[src/rtl/counter_pkg.sv]
// Shared types for the scalable loop counter: FSM state encoding and count-direction constants.
package counter_pkg;

    typedef enum logic [1:0] {
        IDLE = 2'd0,
        RUN  = 2'd1,
        DONE = 2'd2
    } state_e;

    localparam logic CNT_UP   = 1'b0;
    localparam logic CNT_DOWN = 1'b1;

endpackage

[src/rtl/scalable_loop_counter_if.sv]
// Control/status bundle of the loop counter; master drives requests, slave is the counter.
interface scalable_loop_counter_if #(
    parameter int unsigned WIDTH  = 8,
    parameter int unsigned PASS_W = 4
);
    logic              i_start;
    logic              i_en;
    logic              i_clear;
    logic [WIDTH-1:0]  i_num_cnt;
    logic              i_mode;
    logic              i_repeat;
    logic [WIDTH-1:0]  o_cnt;
    logic              o_busy;
    logic              o_last;
    logic              o_done;
    logic [PASS_W-1:0] o_pass;

    modport master (
        output i_start, i_en, i_clear, i_num_cnt, i_mode, i_repeat,
        input  o_cnt, o_busy, o_last, o_done, o_pass
    );

    modport slave (
        input  i_start, i_en, i_clear, i_num_cnt, i_mode, i_repeat,
        output o_cnt, o_busy, o_last, o_done, o_pass
    );
endinterface

[src/rtl/loop_cnt_datapath.sv]
// Count register with +1/-1 stepping, first/final value selection and the last-beat comparator.
module loop_cnt_datapath
    import counter_pkg::*;
#(
    parameter int unsigned WIDTH = 8
) (
    input  logic             clk,
    input  logic             rst,
    input  logic             clear,
    input  logic             load,
    input  logic             step,
    input  logic [WIDTH-1:0] load_num,
    input  logic             load_mode,
    input  logic [WIDTH-1:0] num,
    input  logic             mode,
    input  logic             run,
    output logic [WIDTH-1:0] cnt,
    output logic             last
);
    logic [WIDTH-1:0] cnt_q, cnt_d;
    logic [WIDTH-1:0] first_val, final_val, step_val;

    // load_num/load_mode come straight from the inputs on start, from the latched copy on reload
    assign first_val = (load_mode == CNT_DOWN) ? load_num - WIDTH'(1) : '0;
    assign final_val = (mode == CNT_DOWN) ? '0 : num - WIDTH'(1);
    assign step_val  = (mode == CNT_DOWN) ? cnt_q - WIDTH'(1) : cnt_q + WIDTH'(1);

    always_comb begin
        cnt_d = cnt_q;
        if (clear)     cnt_d = '0;
        else if (load) cnt_d = first_val;
        else if (step) cnt_d = step_val;
    end

    always_ff @(posedge clk or negedge rst) begin
        if (!rst) cnt_q <= '0;
        else      cnt_q <= cnt_d;
    end

    assign cnt  = cnt_q;
    assign last = run && (cnt_q == final_val);
endmodule

[src/rtl/scalable_loop_counter.sv]
// Start/busy/done loop counter: FSM, latched pass configuration and saturating pass count.
module scalable_loop_counter
    import counter_pkg::*;
#(
    parameter int unsigned WIDTH  = 8,
    parameter int unsigned PASS_W = 4
) (
    input  logic                    clk,
    input  logic                    rst,
    scalable_loop_counter_if.slave  bus
);
    state_e            state_q, state_d;
    logic [WIDTH-1:0]  num_q, num_d;
    logic              mode_q, mode_d;
    logic              rep_q, rep_d;
    logic [PASS_W-1:0] pass_q, pass_d;
    logic              busy_q, busy_d;
    logic              done_q, done_d;

    logic              dp_clear, dp_load, dp_step, dp_last, ld_mode;
    logic [WIDTH-1:0]  ld_num, cnt;

    always_comb begin
        state_d  = state_q;
        num_d    = num_q;
        mode_d   = mode_q;
        rep_d    = rep_q;
        pass_d   = pass_q;
        busy_d   = busy_q;
        done_d   = 1'b0;
        dp_clear = 1'b0;
        dp_load  = 1'b0;
        dp_step  = 1'b0;
        ld_num   = num_q;
        ld_mode  = mode_q;
        if (bus.i_clear) begin
            state_d  = IDLE;
            busy_d   = 1'b0;
            dp_clear = 1'b1;
        end else begin
            unique case (state_q)
                IDLE: begin
                    if (bus.i_start) begin
                        num_d  = bus.i_num_cnt;
                        mode_d = bus.i_mode;
                        rep_d  = bus.i_repeat;
                        pass_d = '0;
                        busy_d = 1'b1;
                        if (bus.i_num_cnt == '0) begin
                            state_d = DONE;
                            done_d  = 1'b1;
                        end else begin
                            state_d = RUN;
                            dp_load = 1'b1;
                            ld_num  = bus.i_num_cnt;
                            ld_mode = bus.i_mode;
                        end
                    end
                end
                RUN: begin
                    if (bus.i_en) begin
                        if (dp_last) begin
                            if (pass_q != '1) pass_d = pass_q + PASS_W'(1);
                            done_d = 1'b1;
                            if (rep_q) begin
                                dp_load = 1'b1;
                            end else begin
                                state_d  = DONE;
                                dp_clear = 1'b1;
                            end
                        end else begin
                            dp_step = 1'b1;
                        end
                    end
                end
                DONE: begin
                    state_d = IDLE;
                    busy_d  = 1'b0;
                end
                default: begin
                    state_d  = IDLE;
                    busy_d   = 1'b0;
                    dp_clear = 1'b1;
                end
            endcase
        end
    end

    always_ff @(posedge clk or negedge rst) begin
        if (!rst) begin
            state_q <= IDLE;
            num_q   <= '0;
            mode_q  <= CNT_UP;
            rep_q   <= 1'b0;
            pass_q  <= '0;
            busy_q  <= 1'b0;
            done_q  <= 1'b0;
        end else begin
            state_q <= state_d;
            num_q   <= num_d;
            mode_q  <= mode_d;
            rep_q   <= rep_d;
            pass_q  <= pass_d;
            busy_q  <= busy_d;
            done_q  <= done_d;
        end
    end

    loop_cnt_datapath #(
        .WIDTH (WIDTH)
    ) u_datapath (
        .clk       (clk),
        .rst       (rst),
        .clear     (dp_clear),
        .load      (dp_load),
        .step      (dp_step),
        .load_num  (ld_num),
        .load_mode (ld_mode),
        .num       (num_q),
        .mode      (mode_q),
        .run       (state_q == RUN),
        .cnt       (cnt),
        .last      (dp_last)
    );

    assign bus.o_cnt  = cnt;
    assign bus.o_busy = busy_q;
    assign bus.o_last = dp_last;
    assign bus.o_done = done_q;
    assign bus.o_pass = pass_q;
endmodule

[src/flat_wrapper.sv]
// flat-port wrapper written by rule: the top's interface ports become plain ports
module scalable_loop_counter_flat import counter_pkg::*;
#(
    parameter int unsigned WIDTH  = 8,
    parameter int unsigned PASS_W = 4
)
  (clk, rst, bus_i_start, bus_i_en, bus_i_clear, bus_i_num_cnt, bus_i_mode, bus_i_repeat, bus_o_cnt, bus_o_busy, bus_o_last, bus_o_done, bus_o_pass);
  scalable_loop_counter_if #(.WIDTH(WIDTH), .PASS_W(PASS_W)) bus_i ();
  input  logic clk;
  input  logic rst;
  input wire logic [$bits(bus_i.i_start)-1:0] bus_i_start;
  input wire logic [$bits(bus_i.i_en)-1:0] bus_i_en;
  input wire logic [$bits(bus_i.i_clear)-1:0] bus_i_clear;
  input wire logic [$bits(bus_i.i_num_cnt)-1:0] bus_i_num_cnt;
  input wire logic [$bits(bus_i.i_mode)-1:0] bus_i_mode;
  input wire logic [$bits(bus_i.i_repeat)-1:0] bus_i_repeat;
  output wire logic [$bits(bus_i.o_cnt)-1:0] bus_o_cnt;
  output wire logic [$bits(bus_i.o_busy)-1:0] bus_o_busy;
  output wire logic [$bits(bus_i.o_last)-1:0] bus_o_last;
  output wire logic [$bits(bus_i.o_done)-1:0] bus_o_done;
  output wire logic [$bits(bus_i.o_pass)-1:0] bus_o_pass;
  assign bus_i.i_start = bus_i_start;
  assign bus_i.i_en = bus_i_en;
  assign bus_i.i_clear = bus_i_clear;
  assign bus_i.i_num_cnt = bus_i_num_cnt;
  assign bus_i.i_mode = bus_i_mode;
  assign bus_i.i_repeat = bus_i_repeat;
  assign bus_o_cnt = bus_i.o_cnt;
  assign bus_o_busy = bus_i.o_busy;
  assign bus_o_last = bus_i.o_last;
  assign bus_o_done = bus_i.o_done;
  assign bus_o_pass = bus_i.o_pass;
  scalable_loop_counter #(.WIDTH(WIDTH), .PASS_W(PASS_W)) u_core (.clk(clk), .rst(rst), .bus(bus_i));
endmodule
[config.mk]
export PLATFORM = sky130hd
export DESIGN_NAME = scalable_loop_counter_flat
export DESIGN_NICKNAME = d
export VERILOG_FILES = /design/src/rtl/counter_pkg.sv /design/src/rtl/scalable_loop_counter_if.sv /design/src/rtl/loop_cnt_datapath.sv /design/src/rtl/scalable_loop_counter.sv /design/src/flat_wrapper.sv
export SDC_FILE = /design/constraint.sdc
export NUM_CORES = 1
export LEC_CHECK = 0
export CAP_MARGIN = 20
export CORE_MARGIN = 8
export CORE_UTILIZATION = 55
export DETAILED_ROUTE_END_ITERATION = 7
export PLACE_DENSITY = 0.81
export SLEW_MARGIN = 25
export SYNTH_ARGS = -nofsm -noshare
export SYNTH_HDL_FRONTEND = slang
export SYNTH_HIERARCHICAL = 1
export SYNTH_SLANG_ARGS = --single-unit
export TNS_END_PERCENT = 5
[constraint.sdc]
create_clock -name clk -period 5 [get_ports clk]
set_input_delay 0.5 -clock clk [delete_from_list [all_inputs] [get_ports clk]]
set_output_delay 0.5 -clock clk [all_outputs]
set_load 0.05 [all_outputs]
==> key figures <==
GRT
  • Largest net degree at the start of global routing: 27
  • Vias in the first global route: ~1800
  • Total track usage: 17.4%
  • First-pass GRT wire length: 8700 µm
  • Congestion Overflow GR: 0
  • Initial antenna violation count: 0

Yosys
  • Post-Syn Instances: 221
  • Largest area contributor in the netlist: dfrtp_1
  • Yosys cell types: 55
  • Mapped cell area: ~2100 µm²
  • Synth area leaders: dfrtp_1 (31%), mux2_2 (6.0%), ha_1 (5.4%)
  • Syn_nets: 246
  • Yosys top cell area share: 31.4%
  • #FFs+latches synth: 26
  • YS warnings: 6
  • Synth Area per Inst: 9.38 µm²
  • Primary FF master, synth: dfrtp_1
  • Post-synth EDFFs: 0
  • Fraction of registers with async set/reset: 100%
  • Post-synthesis sequential area ratio: a little under a third

CTS
  • CTS resizes: 0
  • Postcts setup bufs: 0
  • Clock transition at the registers of the reported paths: 0.09 ns
  • Cts hold-fix bufs: 0
  • Root buf cell: clkbuf_8
  • Latest clock arrival within the worst-skew pair: 0.27 ns
  • Number of CTS-inserted buffers: 3
  • Htree depth: 1
  • CTS tree: done
  • Sink Count: 26
  • Maximum clock path buffer count: 2

Timing
  • Clk_skew: 0.00409 ns
  • Hold WS: 0.523 ns
  • Setup_tns: 0 ns
  • Final setup vio count: 0
  • Slew headroom: between 40% and 50%
  • Final Max Slew Viols: 0
  • Highest clock rate: 236 MHz
  • Final min period: between 4 and 5 ns
  • Fin crit share: 84.6%
  • Slew @ Worst Pin: about 0.76 ns
  • RSZ-0062 raised after global routing: false
  • Final hold viol count: 0

Finish
  • Most frequent cells in the layout: clkdlybuf4s50_1 (29), dfrtp_1 (26), nor2_1 (16)
  • Fraction of layout cells with a size suffix above 1: ~14%
  • Register area: 651 µm²
  • Synth-to-layout area growth: 20.2%
  • Commonest non-fill, non-tap cell in the layout: clkdlybuf4s50_1
  • Final core utilization: 68.6%
  • Final Non-Filler Cells: 300
  • Diodes inserted: 0
  • Final nets: between 200 and 300
  • Filler Cells Inserted: 303
  • Multi-input logic area: 1370 µm²

Drt
  • Remaining antenna violation count after routing: 0
  • DRT Pass-1 Iters: 4
  • Top Layer Used: met4
  • Routed vias: 1847
  • First DRT Iteration DRCs: 158
  • Via density per instance: 6.16
  • Met2 wire length: 2400 µm
  • Number of remaining DRC errors: 0
  • Met3 wire length: 284 µm
  • Drt wl/cell: ~17 µm
  • DRT Wirelength: approximately 5000 µm
  • WL met1: ~2300 µm

Placement
  • Placer congestion estimate: between 0.8 and 0.9
  • Post-Place Cells: a little under 300
  • Buffers added on ports: 29
  • DP Wirelength: 3810 µm

Power and ir drop
  • LEAKAGE: around 1.0 nW
  • Cell Pwr Density: 354 nW/µm²
  • Max VDD drop: roughly 0.26 mV

Setup path
  • WP data required: between 4 and 5 ns
  • Critical Path Max Stage Delay: 0.93 ns
  • Maximum fanout along the worst path: 6
  • CP cell instances: inv_1 > ha_1 > or3b_4 > or3_1 > and2_1 > a2bb2oi_1 > a2111oi_2 > clkdlybuf4s50_1
  • Slowest stage cell, crit path: clkdlybuf4s50_1
  • Data arrival, critical path: ~3.7 ns
  • Startpoint types: flop
  • WS Path Type: flop to output pin
  • CP endpoint kind: output pin

Floorplanning
  • Initial Utilization: 57.0%
  • Die area: 5990 µm²
  • Io pins: 30
  • Core Area: roughly 3600 µm²
  • Die Wd: 77.4 µm
  • Std cell rows: 22
  • Chip height: 77.4 µm

Min path
  • Worst hold path class: flop to flop

Run status
  • Status: finished clean

Job
  • Max Cap Viol: 0
## worst max-delay path, delay by kind of cell, from the launching register on
family                     cells  cell delay [ns]
DFF                            1             0.44
and+or+nand+nor                3             0.95
buffers and inverters          2             1.03
adders and majority gates      1             0.18
AOI/OAI and AO/OA              2             0.84
## metrics by stage
step           power (W)  cell area, µm²  setup slack (ns)
2_1_floorplan   0.000621            2070             0.591
3_3_place_gp    0.000729            2430              1.28
3_5_place_dp    0.000741            2440              1.09
4_1_cts         0.000880            2490             0.803
5_1_grt         0.000939            2490             0.580
6_report        0.000881            2490             0.771
## Yosys cell counts, types with 2 or more instances
master     count
a211oi_1       7
a21o_1         3
a21oi_1       10
a21oi_2        2
a22o_1         7
a311oi_1       2
a31o_2         2
and2_1         2
and3_1         2
clkbuf_1       3
dfrtp_1       26
ha_1           9
inv_1         12
mux2_2        11
mux2i_1        3
nand2_1       14
nand2b_1       3
nand3_1        3
nand3b_1       3
nand4_1        2
nor2_1        16
nor2b_1        6
nor4_1         4
o2111ai_1      2
o21ai_0       10
o21ai_2        2
o31ai_1        3
or2_2          3
or3_1          5
or4_1          2
or4_4          3
xnor2_1       11
xor2_1         6
## worst paths after layout
kind / start / depth (start not counted) / end / slack (ns)
worst min-delay path: u_core/bus.o_busy$_DFFE_PN0P_ / 2 / u_core/bus.o_busy$_DFFE_PN0P_ / 0.52
worst max-delay path: u_core/num_q[0]$_DFFE_PN0P_ / 8 / bus_o_last / 0.77
worst max register to register: u_core/num_q[0]$_DFFE_PN0P_ / 15 / u_core/u_datapath/cnt[6]$_DFFE_PN0P_ / 1.02
max in group asynchronous: rst / 2 / u_core/u_datapath/cnt[4]$_DFFE_PN0P_ / 4.16
min in group asynchronous: rst / 2 / u_core/bus.o_pass[1]$_DFFE_PN0P_ / 0.59
worst min register to register: u_core/bus.o_busy$_DFFE_PN0P_ / 2 / u_core/bus.o_busy$_DFFE_PN0P_ / 0.52
## area by class of cell
cell class,instances,share of cell area [%]
flip-flops and latches,26,26.1
multi-input cells,178,54.9
clock buffers,4,2.21
well taps,48,2.41
repair buffers,32,12.6
inverters,12,1.81
## layer usage
metal,vias to the layer above,global-route usage [%]
met5,-,0
met1,898,22.9
li1,885,-
met4,0,4.15
met3,7,4.03
met2,57,28.1
## state kept, by name, indices dropped and copies added (netlist names)
signal	cells
u_core/bus.o_busy	1
u_core/bus.o_done	1
u_core/u_datapath/cnt	8
u_core/num_q	8
u_core/bus.o_pass	4
u_core/mode_q	1
u_core/rep_q	1
u_core/state_q	2
## kinds of logic after synthesis
logic type               Yosys count  synth area share [%]
AND/OR/NAND/NOR                   74                  21.2
AO/OA/AOI/OAI                     61                  21.4
flip-flops                        26                  31.4
XOR/XNOR                          18                  8.33
buffers and inverters             17                  3.32
multiplexers                      15                  7.97
adder cells (fa/ha/maj)           10                  6.40
## where the power goes
part / internal, W / total, W / switching [W] / leakage [nW]
logic: 0.000192 / 0.000432 / 0.000241 / 0.675
clock network: 0.0000704 / 0.000135 / 0.0000645 / 0.0288
registers: 0.000247 / 0.000314 / 0.0000664 / 0.331
Note: power is estimated with default switching activity, not from simulation.
==> variant 1: new RTL, same flow settings <==
`PASS_W` is set to 4 in 3 places; all go to 3.
--- a/src/rtl/scalable_loop_counter_if.sv
+++ b/src/rtl/scalable_loop_counter_if.sv
@@ -1,7 +1,7 @@
 // Control/status bundle of the loop counter; master drives requests, slave is the counter.
 interface scalable_loop_counter_if #(
     parameter int unsigned WIDTH  = 8,
-    parameter int unsigned PASS_W = 4
+    parameter int unsigned PASS_W = 3
 );
     logic              i_start;
     logic              i_en;
--- a/src/rtl/scalable_loop_counter.sv
+++ b/src/rtl/scalable_loop_counter.sv
@@ -3,7 +3,7 @@
     import counter_pkg::*;
 #(
     parameter int unsigned WIDTH  = 8,
-    parameter int unsigned PASS_W = 4
+    parameter int unsigned PASS_W = 3
 ) (
     input  logic                    clk,
     input  logic                    rst,
--- a/src/flat_wrapper.sv
+++ b/src/flat_wrapper.sv
@@ -2,7 +2,7 @@
 module scalable_loop_counter_flat import counter_pkg::*;
 #(
     parameter int unsigned WIDTH  = 8,
-    parameter int unsigned PASS_W = 4
+    parameter int unsigned PASS_W = 3
 )
   (clk, rst, bus_i_start, bus_i_en, bus_i_clear, bus_i_num_cnt, bus_i_mode, bus_i_repeat, bus_o_cnt, bus_o_busy, bus_o_last, bus_o_done, bus_o_pass);
   scalable_loop_counter_if #(.WIDTH(WIDTH), .PASS_W(PASS_W)) bus_i ();
Interface: changed (resized bus_o_pass); port bits go from 30 to 29. No check against the original RTL was run, so the function may have changed too.
==> variant 1 against the unedited design <==
  * Final area is 3.1% lower
  * Worst hold slack got worse by 30 ps
  * Largest power group unchanged
  * Sequential cell count fell by 1
  * Die area shrank 1.4%
  * Synthesized area decreased by 1.8%
  * Critical path type unchanged
  * Highest routed layer unchanged
  * Routed wire length decreased by 4.4%
  * Power fell by 1.3%
  * Setup slack improved by 150 ps
  * Largest cell class unchanged
==> variant 1: results (changes against the unedited design) <==
<table>
<tr><th>Metric</th><th>Value</th></tr>
<tr><th colspan="2">Placement</th></tr>
<tr><td>HPWL after DPL</td><td>3.58 mm (was 3.81 mm)</td></tr>
<tr><td>Routability congestion estimate from global placement</td><td>0.898 (was 0.880)</td></tr>
<tr><td>Number of I/O port buffers</td><td>28 (was 29)</td></tr>
<tr><td>Post-Place Worst Slack</td><td>1290 ps (was 1090 ps)</td></tr>
<tr><th colspan="2">Drt</th></tr>
<tr><td>Iter 0 DRT Violations</td><td>203 (was 158)</td></tr>
<tr><td>Routed wire per std cell</td><td>16.9 um (was 16.8 um)</td></tr>
<tr><td>Number of vias per cell</td><td>6.17 (was 6.16)</td></tr>
<tr><td>Number of nets with antenna violations after detailed routing</td><td>0 (unchanged)</td></tr>
<tr><th colspan="2">Worst setup path</th></tr>
<tr><td>Worst-case reg-to-reg path depth</td><td>14 (was 15)</td></tr>
<tr><td>Arrival time of the worst setup path</td><td>3580 ps (was 3730 ps)</td></tr>
<tr><th colspan="2">Status</th></tr>
<tr><td>Outcome</td><td>finished clean (unchanged)</td></tr>
<tr><th colspan="2">Timing</th></tr>
<tr><td>Worst setup skew after layout</td><td>6.27 ps (was 4.09 ps)</td></tr>
<tr><td>Hold Slack</td><td>493 ps (was 523 ps)</td></tr>
<tr><td>Headroom to the max-slew limit</td><td>0.500 (was 0.491)</td></tr>
<tr><th colspan="2">Global routing</th></tr>
<tr><td>Maximum number of pins on one net before global-route repair</td><td>26 (was 27)</td></tr>
<tr><td>Number of global-route vias before repair</td><td>1707 (was 1822)</td></tr>
<tr><td>All-Layer GR Usage</td><td>0.165 (was 0.174)</td></tr>
<tr><td>Wire length of the first global-routing pass</td><td>8.21 mm (was 8.70 mm)</td></tr>
<tr><td>Number of antenna violations at the first check in global routing</td><td>0 (unchanged)</td></tr>
<tr><th colspan="2">Synthesis</th></tr>
<tr><td>Number of library cell types mapped by synthesis</td><td>54 (was 55)</td></tr>
<tr><td>Sequential element share of the synthesized area</td><td>0.308 (was 0.314)</td></tr>
<tr><td>Synthesized netlist net count</td><td>235 (was 246)</td></tr>
<tr><th colspan="2">Layout</th></tr>
<tr><td>Share of cells above drive strength 1</td><td>0.151 (was 0.143)</td></tr>
<tr><td>Number of nets in the layout</td><td>265 (was 278)</td></tr>
<tr><td>Antenna diode instance count</td><td>0 (unchanged)</td></tr>
<tr><th colspan="2">Power</th></tr>
<tr><td>Leakage dissipation</td><td>0.00101 uW (was 0.00104 uW)</td></tr>
<tr><td>Worst voltage drop across the vdd grid</td><td>0.219 mV (was 0.263 mV)</td></tr>
<tr><th colspan="2">Min path</th></tr>
<tr><td>Number of stages on the worst hold path</td><td>1 (was 2)</td></tr>
</table>
variant 1: changes by cell type after synthesis, moves of 2 or more:
cell      unedited run  this run
nor2_1              16        12
a21boi_0             0         2
nor4_1               4         6
a21oi_1             10         8
nor3b_1              1         3
and3_1               2         0
nand2_1             14        10
inv_1               12         7
nor2b_1              6         8
variant 1: how the worst max path moves through the flow:
stage | end | slack (ps) | startpoint
floorplan | u_core/u_datapath/cnt[2] | 720 | u_core/num_q[0]
global placement | bus_o_last | 1330 | u_core/num_q[0]
detailed placement | bus_o_last | 1290 | u_core/num_q[0]
CTS | bus_o_last | 930 | u_core/num_q[0]
global route | bus_o_last | 780 | u_core/num_q[0]
finish | bus_o_last | 920 | u_core/num_q[0]
variant 1: routing by layer:
metal,wire (um),global-route usage,vias up
met5,0,0,-
met2,2310,0.264,61
met1,2220,0.222,850
li1,-,-,847
met3,229,0.0268,7
met4,67,0.0481,0
variant 1: layout make-up:
cell class / instances / area, sq um
sequential: 25 / 626
fill: 278 / 1190
tap: 48 / 60.1
clock buffer: 3 / 41.3
clock inverter: 1 / 7.51
multi-input combinational: 171 / 1350
inverter: 7 / 26.3
timing repair buffer: 31 / 303
variant 1: cells by family (layout without fill, tap and decap cells):
kind of cell             Yosys count  in the layout  share of synthesized area
buffers and inverters             13             42                     0.0283
multiplexers                      16             16                     0.0886
AND/OR/NAND/NOR                   69             69                      0.213
XOR/XNOR                          18             18                     0.0849
AO/OA/AOI/OAI                     57             57                      0.207
flip-flops                        25             25                      0.308
adder cells (fa/ha/maj)           11             11                     0.0713
variant 1: critical path, cell delays in order (launching register included):
cell	delay (ps)
dfrtp_1	440
inv_1	110
ha_1	200
or3b_4	410
o21ai_0	220
a41oi_1	150
or3_1	370
a2111oi_2	510
clkdlybuf4s50_1	910
variant 1: where the power goes:
part,internal [uW],switching (uW)
sequential,237,67.3
combinational,206,233
clock,56.6,70.7
total,499,371
variant 1: metrics by stage:
step | util | instance area (sq um) | std cells
6_report | 0.670 | 2410 | 286
5_1_grt | 0.670 | 2410 | 286
4_1_cts | 0.670 | 2410 | 286
3_5_place_dp | 0.656 | 2370 | 282
3_3_place_gp | 0.656 | 2370 | 282
2_1_floorplan | - | 2030 | 209
==> variant 2: new RTL, config.mk and constraints unchanged <==
Without the edit above. Encoding of `state_e`: now one-hot (3 bits for 3 states).
--- a/src/rtl/counter_pkg.sv
+++ b/src/rtl/counter_pkg.sv
@@ -1,10 +1,10 @@
 // Shared types for the scalable loop counter: FSM state encoding and count-direction constants.
 package counter_pkg;
 
-    typedef enum logic [1:0] {
-        IDLE = 2'd0,
-        RUN  = 2'd1,
-        DONE = 2'd2
+    typedef enum logic [2:0] {
+        IDLE = 3'b001,
+        RUN  = 3'b010,
+        DONE = 3'b100
     } state_e;
 
     localparam logic CNT_UP   = 1'b0;
Check against the original RTL: same outputs for any inputs over 10 cycles, from zero or initial values and one cycle with rst low; not proved beyond that.
==> variant 2 against the unedited design <==
  * Sequential power down 8.9%
  * Synthesized area up 3.1%
  * Routed wire length up 1.8%
  * Maximum frequency up 4.2%
  * Sequential cell count up 1
  * Setup slack better by 170 ps
  * Critical path depth unchanged
  * Power down 21%
  * Final area up 1.4%
  * Register-to-register slack better by 180 ps
  * Via count up 3.2%
  * Largest power group is now sequential cells
==> variant 2: results (changes against the unedited design) <==
<table>
<tr><th>Metric</th><th>Value</th></tr>
<tr><th colspan="2">Global routing</th></tr>
<tr><td>Maximum number of pins on one net before global-route repair</td><td>28 (was 27)</td></tr>
<tr><td>All-Layer GR Usage</td><td>0.170 (was 0.174)</td></tr>
<tr><td>Met3 global-route usage</td><td>0.0399 (was 0.0403)</td></tr>
<tr><td>Met1 track utilization from global routing</td><td>0.225 (was 0.229)</td></tr>
<tr><td>Wire length of the first global-routing pass</td><td>8.76 mm (was 8.70 mm)</td></tr>
<tr><td>Met2 track utilization from global routing</td><td>0.276 (was 0.281)</td></tr>
<tr><td>Number of global-route vias before repair</td><td>1868 (was 1822)</td></tr>
<tr><th colspan="2">Synthesis</th></tr>
<tr><td>Top area cells in the synthesized netlist</td><td>dfrtp_1 (30%), ha_1 (5.3%), mux2_2 (5.3%), xnor2_1 (4.9%), nand2_1 (3.5%) (was dfrtp_1 (31%), mux2_2 (6.0%), ha_1 (5.4%), xnor2_1 (4.6%), a22o_1 (3.0%))</td></tr>
<tr><td>Synthesized netlist net count</td><td>259 (was 246)</td></tr>
<tr><td>Cells after Synth</td><td>234 (was 221)</td></tr>
<tr><td>Number of library cell types mapped by synthesis</td><td>54 (was 55)</td></tr>
<tr><td>Cell types with the highest counts after synthesis</td><td>dfrtp_1 (26), nand2_1 (20), a21oi_1 (14), nor2_1 (14), o21ai_0 (13) (was dfrtp_1 (26), nor2_1 (16), nand2_1 (14), inv_1 (12))</td></tr>
<tr><th colspan="2">Drt</th></tr>
<tr><td>Met3 routed wirelength</td><td>247 um (was 284 um)</td></tr>
<tr><td>Post-Route WL</td><td>5.13 mm (was 5.04 mm)</td></tr>
<tr><td>DRT met1 WL</td><td>2.47 mm (was 2.31 mm)</td></tr>
<tr><td>Number of vias per cell</td><td>6.11 (was 6.16)</td></tr>
<tr><td>Iter 0 DRT Violations</td><td>164 (was 158)</td></tr>
<tr><td>Routed wire per std cell</td><td>16.5 um (was 16.8 um)</td></tr>
<tr><th colspan="2">Power</th></tr>
<tr><td>Leakage dissipation</td><td>0.00103 uW (was 0.00104 uW)</td></tr>
<tr><td>Worst voltage drop across the vdd grid</td><td>0.207 mV (was 0.263 mV)</td></tr>
<tr><th colspan="2">Placement</th></tr>
<tr><td>Cell Count Post-Placement</td><td>308 (was 296)</td></tr>
<tr><td>Routability congestion estimate from global placement</td><td>0.985 (was 0.880)</td></tr>
<tr><th colspan="2">Timing</th></tr>
<tr><td>Headroom to the max-slew limit</td><td>0.507 (was 0.491)</td></tr>
<tr><td>Worst setup skew after layout</td><td>10.7 ps (was 4.09 ps)</td></tr>
<tr><th colspan="2">Layout</th></tr>
<tr><td>Share of cells above drive strength 1</td><td>0.136 (was 0.143)</td></tr>
<tr><td>Number of nets in the layout</td><td>290 (was 278)</td></tr>
<tr><th colspan="2">Status</th></tr>
<tr><td>Outcome</td><td>finished clean (unchanged)</td></tr>
</table>
-- variant 2: worst paths after layout --
check	from	endpoint	slack, ps
worst max-delay path	u_core/num_q[0]	bus_o_last	940
worst min-delay path	u_core/rep_q	u_core/rep_q	510
worst max register to register	u_core/num_q[0]	u_core/u_datapath/cnt[5]	1200
worst min register to register	u_core/rep_q	u_core/rep_q	510
max in group asynchronous	rst	u_core/state_q[0]	4110
min in group asynchronous	rst	u_core/u_datapath/cnt[4]	590
-- variant 2: metrics by stage --
stage | power [uW] | worst slack, ps | util | hold WS, ps
finish | 696 | 943 | 0.685 | 510
detailed placement | 570 | 1240 | 0.673 | 491
global placement | 565 | 1330 | 0.673 | 488
CTS | 697 | 928 | 0.685 | 515
floorplan | 496 | 689 | - | 204
global route | 744 | 787 | 0.685 | 554
-- variant 2: cell type report --
| type | instances | area (sq um) |
|---|---|---|
| fill | 300 | 1160 |
| clock buffer | 4 | 45.0 |
| tap | 48 | 60.1 |
| inverter | 10 | 37.5 |
| multi-input combinational | 191 | 1390 |
| timing repair buffer | 32 | 313 |
| sequential | 27 | 677 |
-- variant 2: power breakdown --
part	switching, uW	leakage (uW)	internal (uW)
Clock	68.4	0.0000228	57.1
Sequential	45.0	0.000350	241
Combinational	148	0.000656	136
Total	262	0.00103	434
-- variant 2: worst max-delay path, cell delays in order (launching register included) --
cell,delay (ps)
dfrtp_1,450
inv_1,110
ha_1,180
or3b_4,410
or3_1,370
and2_1,170
a2bb2oi_1,150
a2111oi_2,540
clkdlybuf4s50_1,910
-- variant 2: cells by family after synthesis --
logic type	share of synthesized area
xor+xnor	0.0849
simple gates	0.221
fa+ha+maj	0.0621
flops	0.317
compound gates	0.222
buf+inv	0.0305
mux	0.0621
